File: src/rtl/mem_access_unit.sv
// Load/store front end: turns byte/half/word requests into word-aligned memory accesses (RMW for sub-word stores).
// Latency: fault 1, word store 2, load 3, sub-word store 4 cycles; ready=0 (requests ignored) while busy.
module mem_access_unit #(
  parameter int ADDR_W    = 32,
  parameter int MEM_WORDS = 200
) (
  input  logic              clk,
  input  logic              rst_n,
  input  logic              req,
  input  logic              req_we,
  input  logic [1:0]        req_size,
  input  logic              req_unsigned,
  input  logic [ADDR_W-1:0] req_addr,
  input  logic [31:0]       req_wdata,
  output logic              ready,
  output logic              done,
  output logic [31:0]       rdata,
  output logic              fault,
  output logic              mem_we,
  output logic [ADDR_W-1:0] mem_addr,
  output logic [31:0]       mem_wdata,
  input  logic [31:0]       mem_rd
);

  typedef enum logic [2:0] {IDLE, RD, CAP, WR, FIN} state_t;

  localparam logic [ADDR_W-3:0] WORD_LIMIT = (ADDR_W-2)'(MEM_WORDS);

  state_t      state_q, state_d;
  logic        we_q, uns_q, fault_q;
  logic [1:0]  size_q;
  logic [1:0]  lane_q;
  logic [31:0] wdata_q;
  logic        req_fault;
  logic [4:0]  sh;
  logic [7:0]  rd_byte;
  logic [15:0] rd_half;
  logic [31:0] load_val, lane_mask, merge_val;

  always_comb begin
    req_fault = 1'b0;
    case (req_size)
      2'b01:   req_fault = req_addr[0];
      2'b10:   req_fault = |req_addr[1:0];
      2'b11:   req_fault = 1'b1;
      default: req_fault = 1'b0;
    endcase
    if (req_addr[ADDR_W-1:2] >= WORD_LIMIT) req_fault = 1'b1;
  end

  // Half accesses are already known to have lane_q[0]=0, so one shift serves both sizes.
  assign sh      = {lane_q, 3'b000};
  assign rd_byte = 8'(mem_rd >> sh);
  assign rd_half = 16'(mem_rd >> sh);

  always_comb begin
    load_val = mem_rd;
    case (size_q)
      2'b00:   load_val = uns_q ? {24'b0, rd_byte} : {{24{rd_byte[7]}}, rd_byte};
      2'b01:   load_val = uns_q ? {16'b0, rd_half} : {{16{rd_half[15]}}, rd_half};
      default: load_val = mem_rd;
    endcase
  end

  assign lane_mask = size_q[0] ? 32'h0000_FFFF : 32'h0000_00FF;
  assign merge_val = (mem_rd & ~(lane_mask << sh)) | ((wdata_q & lane_mask) << sh);

  always_comb begin
    state_d = state_q;
    ready   = 1'b0;
    done    = 1'b0;
    fault   = 1'b0;
    mem_we  = 1'b0;
    case (state_q)
      IDLE: begin
        ready = 1'b1;
        if (req) begin
          if (req_fault)                       state_d = FIN;
          else if (req_we && req_size == 2'b10) state_d = WR;
          else                                 state_d = RD;
        end
      end
      RD:  state_d = CAP;
      CAP: state_d = we_q ? WR : FIN;
      WR: begin
        mem_we  = 1'b1;
        state_d = FIN;
      end
      FIN: begin
        done    = 1'b1;
        fault   = fault_q;
        state_d = IDLE;
      end
      default: state_d = IDLE;
    endcase
  end

  always_ff @(posedge clk or negedge rst_n) begin
    if (!rst_n) begin
      state_q   <= IDLE;
      we_q      <= 1'b0;
      uns_q     <= 1'b0;
      fault_q   <= 1'b0;
      size_q    <= 2'b00;
      lane_q    <= 2'b00;
      wdata_q   <= 32'b0;
      rdata     <= 32'b0;
      mem_addr  <= '0;
      mem_wdata <= 32'b0;
    end else begin
      state_q <= state_d;
      if (state_q == IDLE && req) begin
        we_q    <= req_we;
        uns_q   <= req_unsigned;
        size_q  <= req_size;
        lane_q  <= req_addr[1:0];
        wdata_q <= req_wdata;
        fault_q <= req_fault;
        // A faulting request leaves the memory-facing registers untouched.
        if (!req_fault) begin
          mem_addr  <= {req_addr[ADDR_W-1:2], 2'b00};
          mem_wdata <= req_wdata;
        end
      end
      if (state_q == CAP) begin
        if (we_q) mem_wdata <= merge_val;
        else      rdata     <= load_val;
      end
    end
  end

endmodule

File: config.mk
export PLATFORM = sky130hd
export DESIGN_NAME = mem_access_unit
export DESIGN_NICKNAME = d
export VERILOG_FILES = /design/src/rtl/mem_access_unit.sv
export SDC_FILE = /design/constraint.sdc
export NUM_CORES = 1
export LEC_CHECK = 0
export CORE_MARGIN = 4
export CORE_UTILIZATION = 23
export CTS_CLUSTER_SIZE = 40
export DETAILED_ROUTE_END_ITERATION = 6
export SLEW_MARGIN = 25
export SYNTH_ARGS = -nofsm -noshare
export SYNTH_HDL_FRONTEND = slang
export SYNTH_SLANG_ARGS = --single-unit
File: constraint.sdc
create_clock -name clk -period 1.9 [get_ports clk]
set_input_delay 0.285 -clock clk [delete_from_list [all_inputs] [get_ports clk]]
set_output_delay 0.285 -clock clk [all_outputs]
set_load 0.05 [all_outputs]
==> summary.txt, run 1 <==
Area of the multi-input gates - 0.00260 mm²
Vias - 5481
CORE AREA - 0.0245 mm²
Drt pass-1 iters - 5
Avg Synthesized Cell Area - 9.59 µm²
Root Driver - clkbuf_16
R2R depth - 5
Placer Congestion - 0.933
Hold path depth - 2
Int Pwr - 0.00538 W
Register area share after synthesis - 0.523
Layout cells sized above 1 - 0.219
GRT Total Usage - 0.153
Final hold violations - 0
Initial DRC count - 423
PD cells - 787 mW/mm²
Critical path's most frequent cell - buf_6
Initial core utilization - 0.235
CP max-delay cell - clkdlybuf4s50_1
Maximum VDD drop - 601 µV
Status - complete, but fails checks
DIE AREA - 0.0276 mm²
Hold Crit Endpoint - mem_addr[6]$_DFFE_PN0P_
Sequential share of power - 0.378
Failing checks - setup timing
Reg area - 0.00300 mm²
DR WL/cell - 18.8 µm
Compound-cell area share of the yosys netlist - 0.163
Routed Antenna Nets - 0
Initial antenna violation count - 1
Leading cell types in the layout, fill and taps excluded - 119 x dfrtp_1, 100 x clkdlybuf4s50_1, 90 x buf_4
Synth Area in Adders - 0
Worst EP required - 2.19 ns
Critical path endpoint category - flop
Mapped Cells - 599
# fillers - 2471
Sw Ratio - 0.258
WS Path Type - in -> reg
Ys flop type - dfrtp_1
Worst-path clk slew - 0.06 ns
Setup TNS Final - -0.0465 ns
Critical path cell sequence - clkdlybuf4s50_1, nor4_2, nand4_1, buf_4, nor4_4, buf_6, buf_6, nor2_4, a221o_1
Distinct cells, synth - 40
Worst r2r dst - rdata[28]$_DFFE_PN0P_
Crit-path max FO - 5
First-pass GRT wire length - 33100 µm
Final setup vio count - 10
Post-DP Area - 0.00834 mm²
Die Wd - 166 µm
Startpoint Class - input port
Drt drc - 0
Met2 Use GR - 0.233
Static leakage - 4.47 nW
Tmin final - 1.93 ns
Count of input and output buffers - 200
Max incr delay on CP - 0.42 ns
I/O pins - 203
Largest net degree at the start of global routing - 66
Worst-case clock buffer depth - 2
Mapped Area - 0.00574 mm²
Ys Warns - 0
Relative slew slack - 0.641
GR peak layer - met2
Worst Hold Slack - 0.189 ns
Hold wc startpoint - req_addr[6]
Final WS setup - -0.0271 ns
Grt met1 use - 0.208
H-tree depth - 4
Most common cell after layout, fill and taps aside - dfrtp_1
Reg2Reg Launch Point - state_q[0]$_DFFE_PN0P_
Achievable frequency - 519 MHz
Slew at the pin with the worst max-slew slack - 0.538 ns
Critical path arrival - 2.22 ns
Proportion of synthesized area in mux cells - 0.0802
Maxcap violations - 0
Worst hold path type - in -> reg
Final Skew - 0.00809 ns
Synthesized flop and latch total - 120
Area Growth Syn to Fin - 60.6%
NetSw - 0.00187 W
Fraction of registers with async set/reset - 1.00
Drt total wl - 22000 µm
Die Span Y - 166 µm
Largest family of logic cells by synthesized area - simple AND/OR/NAND/NOR gates
Skew-Pair Late Insertion Delay - 0.41 ns
Nets@finish - 933
Synth Area in Simple Gates - 0.192
TritonCTS clock tree - yes
Final Cell Area - 0.00922 mm²
Site Rows - 57
Xor-xnor portion of the synthesized cell area - 0
Vias per inst - 4.69
Met3 usage - 0.0569
Clock Power Share - 0.459
Num CTS Buffers - 17
Comb pwr share - 0.163
Slew Limit Fails - 0
Number of synthesized flops with an enable pin - 0
Clock Sinks - 120
Number of global-route vias before repair - 5508
R2R setup slack - 0.08 ns
Period utilization - 1.01
Post-DP HPWL - 16600 µm
GRT overflow - 0
Power Total - 0.00725 W
[cell type report]
| class | instances | share of cell area |
|---|---|---|
| Tap cell | 324 | 0.0440 |
| Antenna cell | 1 | 0.000271 |
| Sequential cell | 120 | 0.326 |
| Inverter | 14 | 0.00570 |
| Clock buffer | 24 | 0.0533 |
| Clock inverter | 8 | 0.0128 |
| Timing Repair Buffer | 253 | 0.276 |
| Multi-Input combinational cell | 424 | 0.282 |
[sequential cells by signal, summed over array words and instances (netlist names)]
| register | count |
|---|---|
| mem_wdata | 32 |
| rdata | 32 |
| mem_addr | 30 |
| wdata_q | 16 |
| state_q | 3 |
| lane_q | 2 |
| size_q | 2 |
| fault_q | 1 |
| uns_q | 1 |
| we_q | 1 |
[cell usage after synthesis (3+ instances only)]
library cell	number	area, µm²
buf_1	3	11.3
nor2_1	46	173
a211o_1	8	70.1
buf_2	9	45.0
o21ai_0	30	150
inv_1	14	52.6
mux2i_1	10	100
nand2b_1	12	75.1
o22ai_1	17	106
a21oi_1	43	215
mux2_2	30	338
nand3_1	32	160
clkbuf_1	30	113
nor4_1	5	31.3
nor3_1	5	25.0
nor2b_1	27	169
nand2_1	89	334
or3_1	8	50.1
o211ai_1	15	113
a22oi_1	8	60.1
a221o_1	16	160
dfrtp_1	120	3000
[through the flow]
step	cells	setup WS, ns	util
CTS	1160	0.00132	0.368
global route	1168	-0.0671	0.377
global placement	1126	-0.514	0.341
floorplan	600	0.00947	-
detailed placement	1126	-0.604	0.341
finish	1168	-0.0271	0.377
[worst max-delay path by stage]
stage                                start                      end  slack (ns)
floorplan           state_q[2]$_DFFE_PN0P_    rdata[21]$_DFFE_PN0P_       0.009
global placement               req_addr[8]  mem_wdata[31]$_DFF_PN0_       -0.51
detailed placement             req_addr[8]  mem_wdata[31]$_DFF_PN0_       -0.60
CTS                  rdata[19]$_DFFE_PN0P_                rdata[19]       0.001
global route                  req_addr[15]   mem_wdata[1]$_DFF_PN0_       -0.07
finish                        req_addr[15]   mem_wdata[1]$_DFF_PN0_       -0.03
[per-layer routing]
layer / routed length [µm] / vias up
met2: 9960 / 224
met4: 259 / 0
li1: - / 2581
met1: 9700 / 2654
met3: 2040 / 22
met5: 0 / -
[cell families after synthesis]
group,after synthesis
compound gates,145
buf+inv,58
flops,120
mux,41
other cells,1
simple gates,234
[power groups by stage]
stage | combinational, W | clock [W] | sequential (W)
finish | 0.00118 | 0.00333 | 0.00274
CTS | 0.00118 | 0.00342 | 0.00274
global route | 0.00129 | 0.00354 | 0.00276
floorplan | 0.000583 | 0 | 0.00276
detailed placement | 0.00117 | 0 | 0.00278
global placement | 0.00116 | 0 | 0.00278
[critical path, delay by kind of cell]
kind,cells,cell delay [ns]
simple gates,4,0.68
buf+inv,4,0.92
compound gates,1,0.34
[timing repair]
action,in CTS,in global routing
cloned,0,2
endpoints found under the setup margin,52,94
hold endpoints to repair,120,0
setup buffers,1,5
resized for setup,5,64
hold buffers,1,0
pin swaps,2,11
Note: power is estimated with default switching activity, not from simulation.
==> run 2: changes to the inputs <==
--- a/config.mk
+++ b/config.mk
@@ -9,6 +9,8 @@
 export CORE_UTILIZATION = 23
 export CTS_CLUSTER_SIZE = 40
 export DETAILED_ROUTE_END_ITERATION = 6
+export PLACE_DENSITY = 0.54
+export REMOVE_ABC_BUFFERS = 1
 export SLEW_MARGIN = 25
 export SYNTH_ARGS = -nofsm -noshare
 export SYNTH_HDL_FRONTEND = slang
==> constraint.sdc (replaced) <==
create_clock -name clk -period 1.9 [get_ports clk]
set_input_delay 0.285 -clock clk [delete_from_list [all_inputs] [get_ports clk]]
set_output_delay 0.285 -clock clk [all_outputs]
set_load 0.005 [all_outputs]
==> run 2 against run 1 <==
- the run now ends clean
- sequential power hardly changed
- critical path depth down 3
- cell count rose by 0.26%
- sequential share of layout area about the same
- global-route usage hardly changed
- worst hold slack got worse by 0.028 ns
- clock power down 2%
- routed wire length fell by 3.0%
- critical path type unchanged
- largest power group unchanged
==> summary.txt, run 2 (same netlist as run 1, synthesis figures left out) <==
Status - complete, no violations
Tmin final - 1.84 ns
Clock Power Share - 0.459
NetSw - 0.00183 W
Worst-case clock buffer depth - 2
Sequential share of power - 0.386
Hold wc startpoint - req_addr[7]
Leading cell types in the layout, fill and taps excluded - 189 x clkdlybuf4s50_1, 118 x dfrtp_1, 88 x nand2_1
Period utilization - 0.968
Drt pass-1 iters - 5
H-tree depth - 4
Nets@finish - 935
DR WL/cell - 18.2 µm
Hold path depth - 2
I/O pins - 203
Relative slew slack - 0.646
Critical path arrival - 2.16 ns
TritonCTS clock tree - yes
R2R depth - 7
GRT Total Usage - 0.153
Power Total - 0.00711 W
Placer Congestion - 0.827
Worst-path clk slew - 0.05 ns
GRT overflow - 0
Achievable frequency - 544 MHz
Initial DRC count - 348
Int Pwr - 0.00528 W
Drt total wl - 21300 µm
Area Growth Syn to Fin - 60.6%
Layout cells sized above 1 - 0.166
Skew-Pair Late Insertion Delay - 0.43 ns
Clock Sinks - 120
Initial core utilization - 0.235
Worst r2r dst - mem_wdata[25]$_DFF_PN0_
Maxcap violations - 0
Largest net degree at the start of global routing - 53
Worst EP required - 2.22 ns
Vias - 5240
Core Util, Final - 0.377
Drt drc - 0
Crit-path max FO - 2
Routed Antenna Nets - 0
Root Driver - clkbuf_16
DIE AREA - 0.0276 mm²
Slew at the pin with the worst max-slew slack - 0.529 ns
Startpoint Class - input port
Reg2Reg Launch Point - state_q[0]$_DFFE_PN0P_
PD cells - 772 mW/mm²
Critical path endpoint category - flop
Most common cell after layout, fill and taps aside - clkdlybuf4s50_1
CORE AREA - 0.0245 mm²
Worst hold path type - in -> reg
First-pass GRT wire length - 33000 µm
Vias per inst - 4.47
Crit path from - req_addr[13]
Num CTS Buffers - 17
WS Path Type - in -> reg
Number of global-route vias before repair - 5455
Initial antenna violation count - 4
Area of the multi-input gates - 0.00260 mm²
Reg area - 0.00301 mm²
Hold Crit Endpoint - mem_addr[7]$_DFFE_PN0P_
Slew Limit Fails - 0
Comb pwr share - 0.155
Maximum VDD drop - 494 µV
R2R setup slack - 0.10 ns
Static leakage - 3.99 nW
Sw Ratio - 0.257
Final Skew - 0.0162 ns
Die Wd - 166 µm
Final hold violations - 0
Die Span Y - 166 µm
# fillers - 2472
Top flop regs - mem_wdata x32, rdata x32, mem_addr x30
Post-DP HPWL - 16100 µm
Site Rows - 57
Count of input and output buffers - 200
Final setup vio count - 0
## run 2: cell types whose count changed in the layout (fill, tap and decap cells not counted), moves of 2 or more
cell | before | now
a21oi_1 | 43 | 41
a21oi_2 | 0 | 2
buf_12 | 12 | 6
buf_4 | 90 | 44
buf_6 | 3 | 6
clkdlybuf4s50_1 | 100 | 189
diode_2 | 1 | 3
dlygate4sd2_1 | 0 | 3
dlymetal6s2s_1 | 47 | 7
## run 2: power groups by stage
| stage | clock, W | sequential [W] | combinational [W] |
|---|---|---|---|
| 6_report | 0.00326 | 0.00275 | 0.00110 |
| 5_1_grt | 0.00349 | 0.00276 | 0.00120 |
| 4_1_cts | 0.00335 | 0.00274 | 0.00110 |
| 3_5_place_dp | 0 | 0.00279 | 0.00109 |
| 3_3_place_gp | 0 | 0.00279 | 0.00108 |
| 2_1_floorplan | 0 | 0.00280 | 0.000450 |
## run 2: final cells by class
class	instances	area share
Clock inverter	7	0.00991
Clock buffer	24	0.0544
Tap cell	324	0.0440
Antenna cell	3	0.000814
Sequential cell	120	0.326
Inverter	14	0.00570
Timing Repair Buffer	257	0.278
Multi-Input combinational cell	422	0.282
## run 2: through the flow
stage / hold slack (ns) / TNS [ns] / worst slack, ns / area [µm²] / std cells
finish: 0.160 / 0 / 0.0610 / 9220 / 1171
global route: 0.167 / -0.00320 / -0.00320 / 9220 / 1171
detailed placement: 0.195 / -37.20 / -0.614 / 8430 / 1132
CTS: 0.304 / 0 / 0.00598 / 9080 / 1166
floorplan: -0.0106 / -131.80 / -2.21 / 5560 / 556
global placement: 0.190 / -39.09 / -0.625 / 8430 / 1132
## run 2: critical path, stage by stage
cell and delay, ns:
clkdlybuf4s50_1 0.40, nor4_1 0.28, nand4_1 0.22, buf_4 0.20, or4_4 0.52, a221oi_2 0.25
## run 2: routing by layer
metal | share of wire | track usage | wire (µm) | up-vias
met5 | 0.00061 | 0 | 13 | -
met1 | 0.45 | 0.202 | 9530 | 2492
met3 | 0.059 | 0.0500 | 1250 | 19
met2 | 0.48 | 0.240 | 10100 | 140
met4 | 0.018 | 0.0495 | 381 | 2
li1 | - | - | - | 2587
## run 2: timing repair
action,in CTS,in global routing
hold endpoints to repair,28,0
hold buffers,1,0
buffers inserted,2,0
setup endpoints to repair,58,81
pin swaps,4,8
resized for setup,12,30
gates cloned,0,2
## run 2: worst max-delay path by stage
stage	end	depth (start not counted)
after floorplan	mem_wdata[0]$_DFF_PN0_	5
after global placement	mem_wdata[29]$_DFF_PN0_	7
after detailed placement	mem_wdata[26]$_DFF_PN0_	7
after CTS	mem_wdata[4]$_DFF_PN0_	8
after global routing	mem_wdata[23]$_DFF_PN0_	8
final	state_q[1]$_DFFE_PN0P_	6
